### config.mk
export PLATFORM = sky130hd
export DESIGN_NAME = store_queue_flat
export DESIGN_NICKNAME = d
export VERILOG_FILES = /design/src/rtl/store_queue_pkg.sv /design/src/rtl/store_queue_if.sv /design/src/rtl/store_lane_align.sv /design/src/rtl/store_queue.sv /design/src/flat_wrapper.sv
export SDC_FILE = /design/constraint.sdc
export NUM_CORES = 1
export LEC_CHECK = 0
export BUFFER_PORTS_ARGS = -buffer_cell sky130_fd_sc_hd__clkbuf_2
export CAP_MARGIN = 0
export CORE_ASPECT_RATIO = 1.2
export CORE_MARGIN = 1.5
export CORE_UTILIZATION = 65
export CTS_BUF_LIST = sky130_fd_sc_hd__clkbuf_2 sky130_fd_sc_hd__clkbuf_4 sky130_fd_sc_hd__clkbuf_8
export DETAILED_ROUTE_END_ITERATION = 10
export GPL_ROUTABILITY_DRIVEN = 0
export PLACE_DENSITY_LB_ADDON = 0.2
export RECOVER_POWER = 50
export SYNTH_ARGS = -nofsm -noshare
export SYNTH_HDL_FRONTEND = slang
export SYNTH_SLANG_ARGS = --single-unit
### constraint.sdc
create_clock -name clk -period 4.4 [get_ports clk]
set_input_delay 0.44 -clock clk [delete_from_list [all_inputs] [get_ports clk]]
set_output_delay 0.44 -clock clk [all_outputs]
set_load 0.01 [all_outputs]
### src/rtl/store_queue_pkg.sv
// Shared encodings for the store queue: store-op sizes and flush FSM states.
package store_queue_pkg;

    typedef enum logic [2:0] {
        ST_NONE = 3'b000,
        ST_B    = 3'b001,
        ST_H    = 3'b010,
        ST_W    = 3'b011,
        ST_D    = 3'b100
    } st_op_t;

    typedef enum logic [1:0] {
        IDLE  = 2'd0,
        DRAIN = 2'd1,
        DONE  = 2'd2
    } sq_state_t;

    // Access size in bytes; 0 means the op does not store anything.
    function automatic logic [3:0] op_bytes(input logic [2:0] op);
        case (op)
            ST_B:    op_bytes = 4'd1;
            ST_H:    op_bytes = 4'd2;
            ST_W:    op_bytes = 4'd4;
            ST_D:    op_bytes = 4'd8;
            default: op_bytes = 4'd0;
        endcase
    endfunction

endpackage

### src/rtl/store_queue_if.sv
// Memory write port between the store queue (master) and the data memory (slave).
interface store_queue_if #(
    parameter int DW = 32,
    parameter int AW = 32
);
    logic            m_valid;
    logic            m_ready;
    logic [AW-1:0]   m_addr;
    logic [DW/8-1:0] m_byteen;
    logic [DW-1:0]   m_wdata;

    modport master (
        output m_valid, m_addr, m_byteen, m_wdata,
        input  m_ready
    );

    modport slave (
        input  m_valid, m_addr, m_byteen, m_wdata,
        output m_ready
    );
endinterface

### src/rtl/store_lane_align.sv
// Combinational lane placement of a store: byte enables, shifted data and
// misalignment detection for a DW-bit memory word.
module store_lane_align
    import store_queue_pkg::*;
#(
    parameter int DW = 32
) (
    input  logic                     st_valid,
    input  logic [2:0]               st_op,
    input  logic [$clog2(DW/8)-1:0]  off,
    input  logic [DW-1:0]            st_data,
    output logic [DW/8-1:0]          byteen,
    output logic [DW-1:0]            wdata,
    output logic                     legal,
    output logic                     align_err
);

    localparam int NB = DW / 8;

    logic [3:0]    size;
    logic [3:0]    off4;
    logic          fits;
    logic [NB-1:0] be_raw;
    logic [DW-1:0] keep;

    always_comb begin
        size   = op_bytes(st_op);
        off4   = 4'(off);
        // Natural alignment plus the access must not be wider than the bus.
        fits   = ((off4 & (size - 4'd1)) == 4'd0) && (size <= 4'(NB));
        legal  = (size != 4'd0) && fits;
        align_err = st_valid && (size != 4'd0) && !fits;

        be_raw = '0;
        keep   = '0;
        for (int j = 0; j < NB; j++) begin
            if (j < int'(size)) begin
                be_raw[j]      = 1'b1;
                keep[8*j +: 8] = st_data[8*j +: 8];
            end
        end

        byteen = legal ? (be_raw << off) : '0;
        wdata  = legal ? (keep << {off, 3'b000}) : '0;
    end

endmodule

### src/rtl/store_queue.sv
// Store queue between MEM and the data memory port: lane alignment, a DEPTH-entry
// FIFO drained over valid/ready, load-conflict detection and a flush/drain FSM.
module store_queue
    import store_queue_pkg::*;
#(
    parameter int DW    = 32,
    parameter int AW    = 32,
    parameter int DEPTH = 4
) (
    input  logic          clk,
    input  logic          reset,
    input  logic          st_valid,
    output logic          st_ready,
    input  logic [2:0]    st_op,
    input  logic [AW-1:0] st_addr,
    input  logic [DW-1:0] st_data,
    output logic          align_err,
    input  logic [AW-1:0] ld_addr,
    output logic          ld_conflict,
    store_queue_if.master mem,
    input  logic          flush_req,
    output logic          flush_done,
    output logic          empty
);

    localparam int NB   = DW / 8;
    localparam int OFFW = $clog2(NB);
    localparam int PW   = $clog2(DEPTH);
    localparam int CW   = PW + 1;

    logic [AW-1:0] addr_q [DEPTH];
    logic [NB-1:0] be_q   [DEPTH];
    logic [DW-1:0] data_q [DEPTH];
    logic [DEPTH-1:0] vld_q;

    logic [PW-1:0] wr_ptr, rd_ptr;
    logic [CW-1:0] count, count_next;
    sq_state_t     state;

    logic          legal;
    logic [NB-1:0] al_byteen;
    logic [DW-1:0] al_wdata;
    logic [AW-1:0] st_base, ld_base;
    logic          full, enq, deq;

    store_lane_align #(.DW(DW)) u_align (
        .st_valid  (st_valid),
        .st_op     (st_op),
        .off       (st_addr[OFFW-1:0]),
        .st_data   (st_data),
        .byteen    (al_byteen),
        .wdata     (al_wdata),
        .legal     (legal),
        .align_err (align_err)
    );

    assign st_base    = {st_addr[AW-1:OFFW], {OFFW{1'b0}}};
    assign ld_base    = {ld_addr[AW-1:OFFW], {OFFW{1'b0}}};
    assign full       = (count == CW'(DEPTH));
    assign empty      = (count == '0);
    assign st_ready   = !full && (state == IDLE);
    assign enq        = st_valid && st_ready && legal;
    assign deq        = mem.m_valid && mem.m_ready;
    assign count_next = count + CW'(enq) - CW'(deq);

    // Head is presented straight from storage; there is no enqueue bypass.
    assign mem.m_valid  = !empty;
    assign mem.m_addr   = addr_q[rd_ptr];
    assign mem.m_byteen = be_q[rd_ptr];
    assign mem.m_wdata  = data_q[rd_ptr];

    always_ff @(posedge clk or negedge reset) begin
        if (!reset) begin
            for (int i = 0; i < DEPTH; i++) begin
                addr_q[i] <= '0;
                be_q[i]   <= '0;
                data_q[i] <= '0;
            end
            vld_q  <= '0;
            wr_ptr <= '0;
            rd_ptr <= '0;
            count  <= '0;
        end else begin
            // enq needs !full and deq needs !empty, so the two slots never coincide.
            if (deq) begin
                vld_q[rd_ptr] <= 1'b0;
                rd_ptr        <= rd_ptr + 1'b1;
            end
            if (enq) begin
                addr_q[wr_ptr] <= st_base;
                be_q[wr_ptr]   <= al_byteen;
                data_q[wr_ptr] <= al_wdata;
                vld_q[wr_ptr]  <= 1'b1;
                wr_ptr         <= wr_ptr + 1'b1;
            end
            count <= count_next;
        end
    end

    always_comb begin
        ld_conflict = 1'b0;
        for (int i = 0; i < DEPTH; i++) begin
            if (vld_q[i] && (addr_q[i] == ld_base)) ld_conflict = 1'b1;
        end
    end

    always_ff @(posedge clk or negedge reset) begin
        if (!reset) begin
            state      <= IDLE;
            flush_done <= 1'b0;
        end else begin
            case (state)
                IDLE: begin
                    flush_done <= 1'b0;
                    if (flush_req) state <= DRAIN;
                end
                DRAIN: begin
                    if (count_next == '0) begin
                        state      <= DONE;
                        flush_done <= 1'b1;
                    end
                end
                DONE: begin
                    state      <= IDLE;
                    flush_done <= 1'b0;
                end
                default: begin
                    state      <= IDLE;
                    flush_done <= 1'b0;
                end
            endcase
        end
    end

endmodule

### src/flat_wrapper.sv
// flat-port wrapper written by rule: the top's interface ports become plain ports
module store_queue_flat import store_queue_pkg::*;
#(
    parameter int DW    = 32,
    parameter int AW    = 32,
    parameter int DEPTH = 4
)
  (clk, reset, st_valid, st_ready, st_op, st_addr, st_data, align_err, ld_addr, ld_conflict, flush_req, flush_done, empty, mem_m_valid, mem_m_addr, mem_m_byteen, mem_m_wdata, mem_m_ready);
  store_queue_if #(.DW(DW), .AW(AW)) mem_i ();
  input  logic clk;
  input  logic reset;
  input  logic st_valid;
  output logic st_ready;
  input  logic [2:0] st_op;
  input  logic [AW-1:0] st_addr;
  input  logic [DW-1:0] st_data;
  output logic align_err;
  input  logic [AW-1:0] ld_addr;
  output logic ld_conflict;
  input  logic flush_req;
  output logic flush_done;
  output logic empty;
  output wire logic [$bits(mem_i.m_valid)-1:0] mem_m_valid;
  output wire logic [$bits(mem_i.m_addr)-1:0] mem_m_addr;
  output wire logic [$bits(mem_i.m_byteen)-1:0] mem_m_byteen;
  output wire logic [$bits(mem_i.m_wdata)-1:0] mem_m_wdata;
  input wire logic [$bits(mem_i.m_ready)-1:0] mem_m_ready;
  assign mem_m_valid = mem_i.m_valid;
  assign mem_m_addr = mem_i.m_addr;
  assign mem_m_byteen = mem_i.m_byteen;
  assign mem_m_wdata = mem_i.m_wdata;
  assign mem_i.m_ready = mem_m_ready;
  store_queue #(.DW(DW), .AW(AW), .DEPTH(DEPTH)) u_core (.clk(clk), .reset(reset), .st_valid(st_valid), .st_ready(st_ready), .st_op(st_op), .st_addr(st_addr), .st_data(st_data), .align_err(align_err), .ld_addr(ld_addr), .ld_conflict(ld_conflict), .mem(mem_i), .flush_req(flush_req), .flush_done(flush_done), .empty(empty));
endmodule
==> After elaboration in Yosys (flattened, before gate mapping) <==
Cells that the tools add are included.
Widths: inputs -> output; s select.
{ "totals": {"output_inout_bits": 74, "inputBits": 104, "reg_bits": 286} }
{ "classes": {"mux": 42, "add_sub_neg": 5, "n_reduce_logical": 24, "bitwise_logic": 6, "magnitude_cmp": 12, "n_eq_ne": 12, "shifts": 2} }
{ "op_table": {"columns": ["operator", "n"], "rows": [
  ["$bwmux 128", 2],
  ["$mux 32", 6],
  ["$bmux 32 s2", 2],
  ["$eq 32x32->1", 4],
  ["$demux 32 s2", 1],
  ["$mux 8", 4],
  ["$shl 32x5->32", 1],
  ["$mux 4", 6],
  ["$bwmux 16", 1],
  ["$pmux 4 s4", 1],
  ["$logic_and 1x1->1", 15],
  ["$mux 1", 12],
  ["$bmux 4 s2", 1],
  ["$demux 4 s2", 1],
  ["$lt 1x4->1 const A", 2],
  ["$lt 2x4->1 const A", 2],
  ["$eq 3x2->1 const B", 2],
  ["$eq 3x3->1 const B", 2],
  ["$ge 3x3->1 const B", 2],
  ["$logic_not 3->1", 2],
  ["$lt 2x3->1 const B", 2],
  ["$not 2->3", 2],
  ["$add 2x1->2 const B", 2],
  ["$and 2x4->4", 1],
  ["22 further kinds", 27]
]} }

==> Longest topological paths before layout <==
Gate-level depths: netlist (run 1).
{ "logic_depth": {"ltp_word": 13, "ltp_mapped": 16, "mapped_depth_nobuf": 14} }

==> By module <==
From an unflattened synthesis (run 1), not the netlist that was laid out.
{ "hier_totals": {"hier_cells": 1032, "area_unflattened_um2": 15050.7} }
{ "modules_own_cells": {"columns": ["module", "n_inst", "seq_area_each_um2", "area_per_inst_um2", "cells_per_inst"], "rows": [
  ["store_queue", 1, 6956.7, 13958.4, 890],
  ["store_lane_align", 1, 0.0, 1092.3, 142]
]} }

==> Worst setup path before layout (run 1) <==
Ideal clock, no wire load.
{ "synth_path": {"kind": "input port to flip-flop", "startpoint": "input port st_op[0]", "endpoint": "register u_core.flush_done", "arrival_ns": 3.311, "setup_slack_ns": 1.001, "setup_ns": 0.088, "cell_stages": 16, "path_cell_list": "buf_2 -> nor3b_1 -> inv_1 -> ha_1 -> buf_2 -> inv_1 -> o21ai_0 -> nor4_4 -> ha_1 -> inv_1 -> fa_1 -> xnor2_1 -> xnor2_1 -> nor3_1 -> nor2_1 -> nor3b_1"} }
{ "synth_between": {"elab_chain_len": 12} }
{ "synth_rtl": {"columns": ["item", "line", "source"], "rows": [
  ["start: declaration", "flat_wrapper.sv:14", "input logic [2:0] st_op;"],
  ["$eq 3x3->1, or another cell as far along", "store_queue_pkg.sv:20", "case (op)"],
  ["$pmux 4 s4 *", "store_queue_pkg.sv:20", null],
  ["$sub 4x1->4", "store_lane_align.sv:30", "fits = ((off4 & (size - 4'd1)) == 4'd0) && (size <= 4'(NB));"],
  ["$and 2x4->4", "store_lane_align.sv:30", null],
  ["$logic_not 4->1", "store_lane_align.sv:30", null],
  ["$logic_and 1x1->1", "store_lane_align.sv:30", null],
  ["$logic_and 1x1->1 *", "store_lane_align.sv:31", "legal = (size != 4'd0) && fits;"],
  ["$logic_and 1x1->1 *", "store_queue.sv:62", "assign enq = st_valid && st_ready && legal;"],
  ["named net u_core.enq", "store_queue.sv:44", "logic full, enq, deq;"],
  ["$add 3x1->3 *", "store_queue.sv:64", "assign count_next = count + CW'(enq) - CW'(deq);"],
  ["$sub 3x1->3 *", "store_queue.sv:64", null],
  ["named net u_core.count_next[2]", "store_queue.sv:37", "logic [CW-1:0] count, count_next;"],
  ["$logic_not 3->1 *", "store_queue.sv:118", "if (count_next == '0) begin"],
  ["$ne 2x1->1 (no line) *", null, null],
  ["end signal: assignment", "store_queue.sv:120", "flush_done <= 1'b1;"],
  ["end signal: assignment", "store_queue.sv:125", "flush_done <= 1'b0;"],
  ["end signal: assignment", "store_queue.sv:129", "flush_done <= 1'b0;"],
  ["end: declaration", "store_queue.sv:22", "output logic flush_done,"]
]} }
Mark *: on every way through the listed nets, which the timed path passes. The rest lies on a longest branch.
A chain may end at the register's enable or synchronous reset.

==> Final worst setup path (run 1) <==
{ "layout_path": {"startpoint": "input port st_op[0]", "endpoint": "register u_core.addr_q[34] (netlist bit)"} }
{ "layout_between": {"elab_chain_len": 8} }
{ "layout_rtl": {"columns": ["item", "line", "source"], "rows": [
  ["$eq 3x3->1, or another cell as far along", "store_queue_pkg.sv:20", null],
  ["$pmux 4 s4 *", "store_queue_pkg.sv:20", null],
  ["$sub 4x1->4", "store_lane_align.sv:30", null],
  ["$and 2x4->4", "store_lane_align.sv:30", null],
  ["$logic_not 4->1", "store_lane_align.sv:30", null],
  ["$logic_and 1x1->1", "store_lane_align.sv:30", null],
  ["$logic_and 1x1->1 *", "store_lane_align.sv:31", null],
  ["$logic_and 1x1->1 *", "store_queue.sv:62", null],
  ["named net u_core.enq", "store_queue.sv:44", null],
  ["end signal: indexed assignment", "store_queue.sv:90", "addr_q[wr_ptr] <= st_base;"],
  ["end: declaration", "store_queue.sv:31", "logic [AW-1:0] addr_q [DEPTH];"]
]} }
Marked as above.

==> impl_metrics.toml, run 1 <==
[global_route]
grt_pass1_wl_mm = 53.15
grt_pass1_vias = 9360
grt_max_degree = 119
antenna_found_initial = 0
grt.overflow.total = 0
grt.total_usage = 0.3025

[sta]
rsz0062_at_grt = "no"
hold_viol = 0
fin_crit_ns = 3.718
worstMarginPinSlew_ns = 3.039
finalSetupTns_ns = 0
setup_viol = 0
maxSlewHeadroom = -1.026
period_share = 0.8450
slew_viol_final = 189
fin_ws_ns = 0.6821
skew_ns = 0.008884
fmax_mhz = 269.0

[worst_setup_path]
path_max_fanout = 34
worstSetupPathType = "input pin to flop"
critPathTopFamily = "simple AND/OR/NAND/NOR gates"
path_cells = "clkbuf_2 -> nor3b_1 -> inv_1 -> ha_1 -> inv_1 -> o21ai_0 -> nor4_4 -> clkbuf_1 -> nand2_2 -> buf_4 -> mux2_2"
end_kind = "flop"
crit_required_ns = 4.82
worst_r2r_path_depth = 7
cp_slowest_cell = "nand2_2"
crit_path_frequent_cell = "inv_1"
cp.depth = 11
critPathLaunch = "st_op[0]"
cp-start-kind = "input pin"
r2r-end = "u_core.addr_q[34]"
r2r_start = "u_core.count[1]"
critPathMaxStageDelay_ns = 0.76
rrSetupSlack_ns = 1.11
crit_arrival_ns = 4.14
crit_end = "u_core.addr_q[34]"
cp.buffers_inverters = 5

[logic_synthesis]
syn_area_per_cell_um2 = 13.71
async_reset_ff_frac = 1.000
synth_top_family_by_area = "multiplexers"
synthXorXnorAreaFrac = 0.07624
synth_fa_ha_area_frac = 0.01370
netlist_instances = 1039
synthSimpleGateAreaFrac = 0.04436
synth-edff-count = 0
syn_area_um2 = 14240
synthMuxAreaShare = 0.3109
synth_compound_gate_area_share = 0.02890
synth-seq-cells = 278
yosysWarnings = 0
yosysSeqAreaShare = 0.4884
synth_cell_types = 46
ys.flop_type = "dfrtp_1"

[clocking]
clk_latency_ns = 0.54
clkTransAtPathRegs_ns = 0.06
cts-htree-levels = 2
cts_tree = "yes"
post_cts_resize_count = 0
cts_buffers = 45
cts_hold_buf = 0
cts_sinks = 278
cts_root_buf = "clkbuf_8"
post_cts_buffers = 0
clk_path_buf_depth = 3

[flow_run]
drv_cap = 2

[die]
pin_count = 178
initial_core_util = 0.6586
dieArea_um2 = 22820
num_rows = 59
die_width_um = 138.1
core_area_um2 = 21630
die_h_um = 165.2

[drt]
via_count = 9255
dr.pass1.iters = 5
drc = 0
drtAntennaViolNets = 0
avgRoutedWirePerCell_um = 22.35
avgViaCountPerCell = 6.121
drt_iter0_markers = 626
drt-total-wl_mm = 33.80

[power_and_ir_drop]
peakVddDrop_mv = 0.4105
p_leak_nw = 8.368
power_density_nw_per_um2 = 490.7

[layout]
mostFrequentLayoutCell = "dfrtp_1"
drive_above_1_share = 0.4596
nets = 1323
finalInstanceArea_um2 = 16270
mostFrequentLayoutCells = "dfrtp_1, mux2_2, clkbuf_2, xnor2_1, mux4_2"
n_antenna_cell = 0
areaGrowthSynthToFinish_pct = 14.21

[placed_design]
detailedPlace.worstSlack_ns = 0.6506
dp_hpwl_mm = 23.52
postPlaceCellArea_um2 = 15330
portBuffers = 173

[worst_hold_path]
hold_class = "input pin to flop"
min_delay_path_depth = 3

[outcome]
violations = "max-capacitance violations, max-slew violations"
status = "finished, violations left"
power breakdown:
group	switching (mW)	total [mW]	internal (mW)
Sequential	0.575	3.60	3.02
Clock	0.987	2.34	1.36
Combinational	0.918	2.04	1.12
Total	2.48	7.98	5.50
final cells by class:
type                            count  area [um2]
Sequential cell                   278        6962
Clock buffer                       76       952.2
Fill cell                        1458        5360
Inverter                           47       176.4
Multi-Input combinational cell    644        6787
Timing Repair Buffer              188        1022
Tap cell                          274       342.8
Clock inverter                      5       27.53
cells by family after synthesis:
kind of cell,count (synthesis)
AO/OA/AOI/OAI,57
XOR/XNOR,124
adder cells (fa/ha/maj),15
buffers and inverters,118
flip-flops,278
multiplexers,331
other,1
AND/OR/NAND/NOR,115
Yosys cell counts (all sizes together) (11+ instances only):
library cell	instances	area (um2)
dfrtp	278	6957
nor2	17	63.81
nand4	25	156.4
mux4	66	1486
mux2	232	2613
nor4	17	121.4
buf	29	196.4
ha	14	175.2
mux2i	33	330.3
inv	47	176.4
xnor2	80	700.7
clkbuf	42	157.7
nand2	29	108.9
a21oi	11	55.05
xor2	44	385.4
worst reg2reg max path: cells and delay by family, from the launching register on:
family,cells,cell delay (ns)
AOI/OAI and AO/OA,1,0.47
and+or+nand+nor,3,1.00
DFF,1,0.42
buffers and inverters,2,0.98
muxes,1,0.30
state kept, by name, indices dropped and copies added (netlist names):
name / count
u_core.data_q: 128
u_core.vld_q: 4
u_core.flush_done: 1
u_core.state: 2
u_core.count: 3
u_core.addr_q: 120
u_core.rd_ptr: 2
u_core.be_q: 16
u_core.wr_ptr: 2
through the flow:
stage | util | total power [mW] | hold WS [ns] | std cells
2_1_floorplan | - | 4.914 | 0.1444 | 1040
3_3_place_gp | 0.7086 | 5.624 | 0.4757 | 1431
3_5_place_dp | 0.7086 | 5.700 | 0.4861 | 1431
4_1_cts | 0.7539 | 8.050 | 0.002943 | 1512
5_1_grt | 0.7522 | 8.391 | 0.1603 | 1512
6_report | 0.7522 | 7.984 | 0.1560 | 1512
routing by layer:
| layer | vias up | share of wire | track usage | routed length [um] |
|---|---|---|---|---|
| li1 | 4105 | - | - | - |
| met1 | 4740 | 0.40 | 0.3913 | 13580 |
| met2 | 343 | 0.51 | 0.5224 | 17130 |
| met3 | 67 | 0.055 | 0.04844 | 1874 |
| met4 | 0 | 0.036 | 0.1120 | 1216 |
| met5 | - | 0 | 0 | 0 |
worst min-delay path by stage:
stage	start	to
2_1_floorplan	reset	u_core.addr_q[100]
3_3_place_gp	u_core.vld_q[3]	u_core.vld_q[3]
5_1_grt	flush_req	u_core.state[0]
6_report	flush_req	u_core.state[0]
4_1_cts	reset	u_core.addr_q[13]
3_5_place_dp	u_core.data_q[115]	u_core.data_q[115]
No activity file was read; power rests on OpenSTA's default activity.
==> run 2, diff against run 1 <==
ABC_AREA = 1   (was unset)
CORE_UTILIZATION = 55   (was 65)
clock period = 3 ns   (was 4.4 ns; I/O delays follow)
==> run 2 against run 1 <==
Against the previous run:
- the run still ends with max-capacitance violations, max-slew violations left
- critical endpoint is now mem_m_wdata[28]
- critical path depth down 6
- highest routed layer unchanged
- global-route usage rose by 2.4 points
- die area rose by 27%
- register-to-register slack got worse by 0.77 ns
- final area rose by 8.4%
- power up 89%
- clock-buffer cell count down 4
- setup slack got worse by 0.38 ns
- routed wire length grew 41%
==> impl_metrics.toml, run 2 <==
[logic_synthesis]
synth_cell_types = 31
netlist_top_cells_area = "dfrtp_1, nand2_1, o21ai_0"
synth_top_area_share = 0.4510
yosysMostFrequentCell = "nand2_1"
yosysSeqAreaShare = 0.4510
synth-edff-count = 0
netlist_instances = 2205
async_reset_ff_frac = 1.000
yosysWarnings = 0
synth-seq-cells = 278
syn_area_um2 = 15420
yosysTopAreaCell = "dfrtp_1"
syn_area_per_cell_um2 = 6.995
ys.flop_type = "dfrtp_1"
synth_common_cells = "nand2_1, dfrtp_1, o21ai_0, inv_1, nor2_1"

[global_route]
grt.total_usage = 0.3267
antenna_found_initial = 1
grt_pass1_vias = 14274
grt.overflow.total = 0
grt_max_degree = 110
grt_pass1_wl_mm = 74.61

[die]
core_area_um2 = 27330
dieArea_um2 = 29060
die_width_um = 155.9
initial_core_util = 0.5643
num_rows = 66
pin_count = 178
die_h_um = 186.4

[layout]
top_register = "u_core.data_q"
largest_reg_flops = 128
mostFrequentLayoutCells = "nand2_1, o21ai_0, dfrtp_1, nor2_1, inv_1"
n_antenna_cell = 0
reg_top3 = "u_core.data_q x128, u_core.addr_q x120, u_core.be_q x16"
drive_above_1_share = 0.1267
mostFrequentLayoutCell = "nand2_1"
areaGrowthSynthToFinish_pct = 14.35
nets = 2480

[worst_setup_path]
path_max_fanout = 42
critPathTopFamily = "buffers and inverters"
end_kind = "primary output"
critPathMaxStageDelay_ns = 0.50
crit_required_ns = 2.70
cp.buffers_inverters = 3
path_cells = "inv_4 -> buf_4 -> o21ai_0 -> o22ai_1 -> clkbuf_2"
critPathLaunch = "u_core.rd_ptr[0]"
cp-start-kind = "flop"
cp_slowest_cell = "dfrtp_4"
worstSetupPathType = "flop to primary output"
r2r_start = "u_core.state[0]"
crit_arrival_ns = 2.40

[placed_design]
dp_hpwl_mm = 32.52
portBuffers = 173

[sta]
skew_ns = 0.01876
finalSetupTns_ns = 0
fmax_mhz = 370.7
slew_viol_final = 100
maxSlewHeadroom = -0.01889
period_share = 0.8992
hold_viol = 0
setup_viol = 0
fin_crit_ns = 2.698
worstMarginPinSlew_ns = 1.528
rsz0062_at_grt = "no"

[drt]
drt_iter0_markers = 1554
drt-total-wl_mm = 47.57
via_count = 15284
drc = 0
avgViaCountPerCell = 5.528
avgRoutedWirePerCell_um = 17.20
dr.pass1.iters = 6
drtAntennaViolNets = 0

[power_and_ir_drop]
p_leak_nw = 9.349
peakVddDrop_mv = 0.7328
power_density_nw_per_um2 = 854.2
power_mw = 15.07

[clocking]
cts-htree-levels = 2
clkTransAtPathRegs_ns = 0.06
clk_path_buf_depth = 3
cts_sinks = 278
clk_latency_ns = 0.57
cts_tree = "yes"
cts_buffers = 47
cts_root_buf = "clkbuf_8"

[worst_hold_path]
hold_start = "st_addr[19]"
hold_class = "input pin to flop"

[outcome]
status = "finished, violations left"
violations = "max-capacitance violations, max-slew violations"

[flow_run]
drv_cap = 1
run 2: per-layer routing:
| metal | vias to the layer above | global-route usage | share of wire |
|---|---|---|---|
| met2 | 730 | 0.5458 | 0.48 |
| met5 | - | 0 | 0 |
| met1 | 7133 | 0.4025 | 0.39 |
| met4 | 0 | 0.1835 | 0.059 |
| li1 | 7255 | - | - |
| met3 | 166 | 0.05016 | 0.073 |
run 2: repair_timing:
action / in CTS / in global routing
buffers inserted: 0 / 0
resized for setup: 0 / 0
endpoints found under the hold margin: 96 / 0
hold buffers: 3 / 0
run 2: report_power, final:
| part | internal [mW] | switching (mW) | leakage [nW] | total [mW] |
|---|---|---|---|---|
| registers | 4.62 | 0.877 | 3.80 | 5.50 |
| logic | 2.10 | 3.88 | 5.02 | 5.98 |
| clock network | 2.07 | 1.51 | 0.529 | 3.59 |
| total | 8.80 | 6.27 | 9.35 | 15.1 |
run 2: final timing paths:
check / to / slack, ns / cells past startpoint
hold / removal: u_core.addr_q[51] / 0.03 / 3
min in group asynchronous: u_core.addr_q[8] / 0.68 / 2
setup reg to reg: u_core.addr_q[17] / 0.34 / 10
max in group asynchronous: u_core.addr_q[55] / 0.73 / 3
hold reg to reg: u_core.data_q[74] / 0.47 / 2
setup / recovery: mem_m_wdata[28] / 0.30 / 5
run 2: stage by stage:
step / hold WS, ns / utilization / instances / setup slack, ns / cell area, um2
2_1_floorplan: 0.004409 / - / 2206 / 0.2702 / 15430
3_3_place_gp: 0.4160 / 0.6109 / 2683 / 0.1782 / 16700
3_5_place_dp: 0.4184 / 0.6109 / 2683 / 0.1390 / 16700
4_1_cts: 0.0005536 / 0.6483 / 2765 / 0.2989 / 17720
5_1_grt: 0.03350 / 0.6452 / 2765 / 0.1392 / 17640
6_report: 0.02608 / 0.6452 / 2765 / 0.3023 / 17640
run 2: logic make-up after synthesis:
family	share of synthesized area
AO/OA/AOI/OAI	0.1412
XOR/XNOR	0.008518
adder cells (fa/ha/maj)	0.01266
buffers and inverters	0.08404
flip-flops	0.4510
other	0.0002431
AND/OR/NAND/NOR	0.3023
run 2: final cells by class:
| class | instances | area, um2 |
|---|---|---|
| Fill cell | 2500 | 9697 |
| Multi-Input combinational cell | 1630 | 7164 |
| Sequential cell | 278 | 6960 |
| Timing Repair Buffer | 219 | 1355 |
| Clock buffer | 72 | 903.4 |
| Inverter | 185 | 696.9 |
| Tap cell | 374 | 467.9 |
| Clock inverter | 7 | 88.84 |
run 2: worst register-to-register path, stage by stage (launching register included):
cell	delay, ns
dfrtp_1	0.36
inv_1	0.08
nand2_1	0.07
a21oi_1	0.18
nand2_1	0.35
nor2_8	0.20
clkbuf_1	0.41
nand2_1	0.28
buf_4	0.37
nand2_1	0.16
o21ai_0	0.08
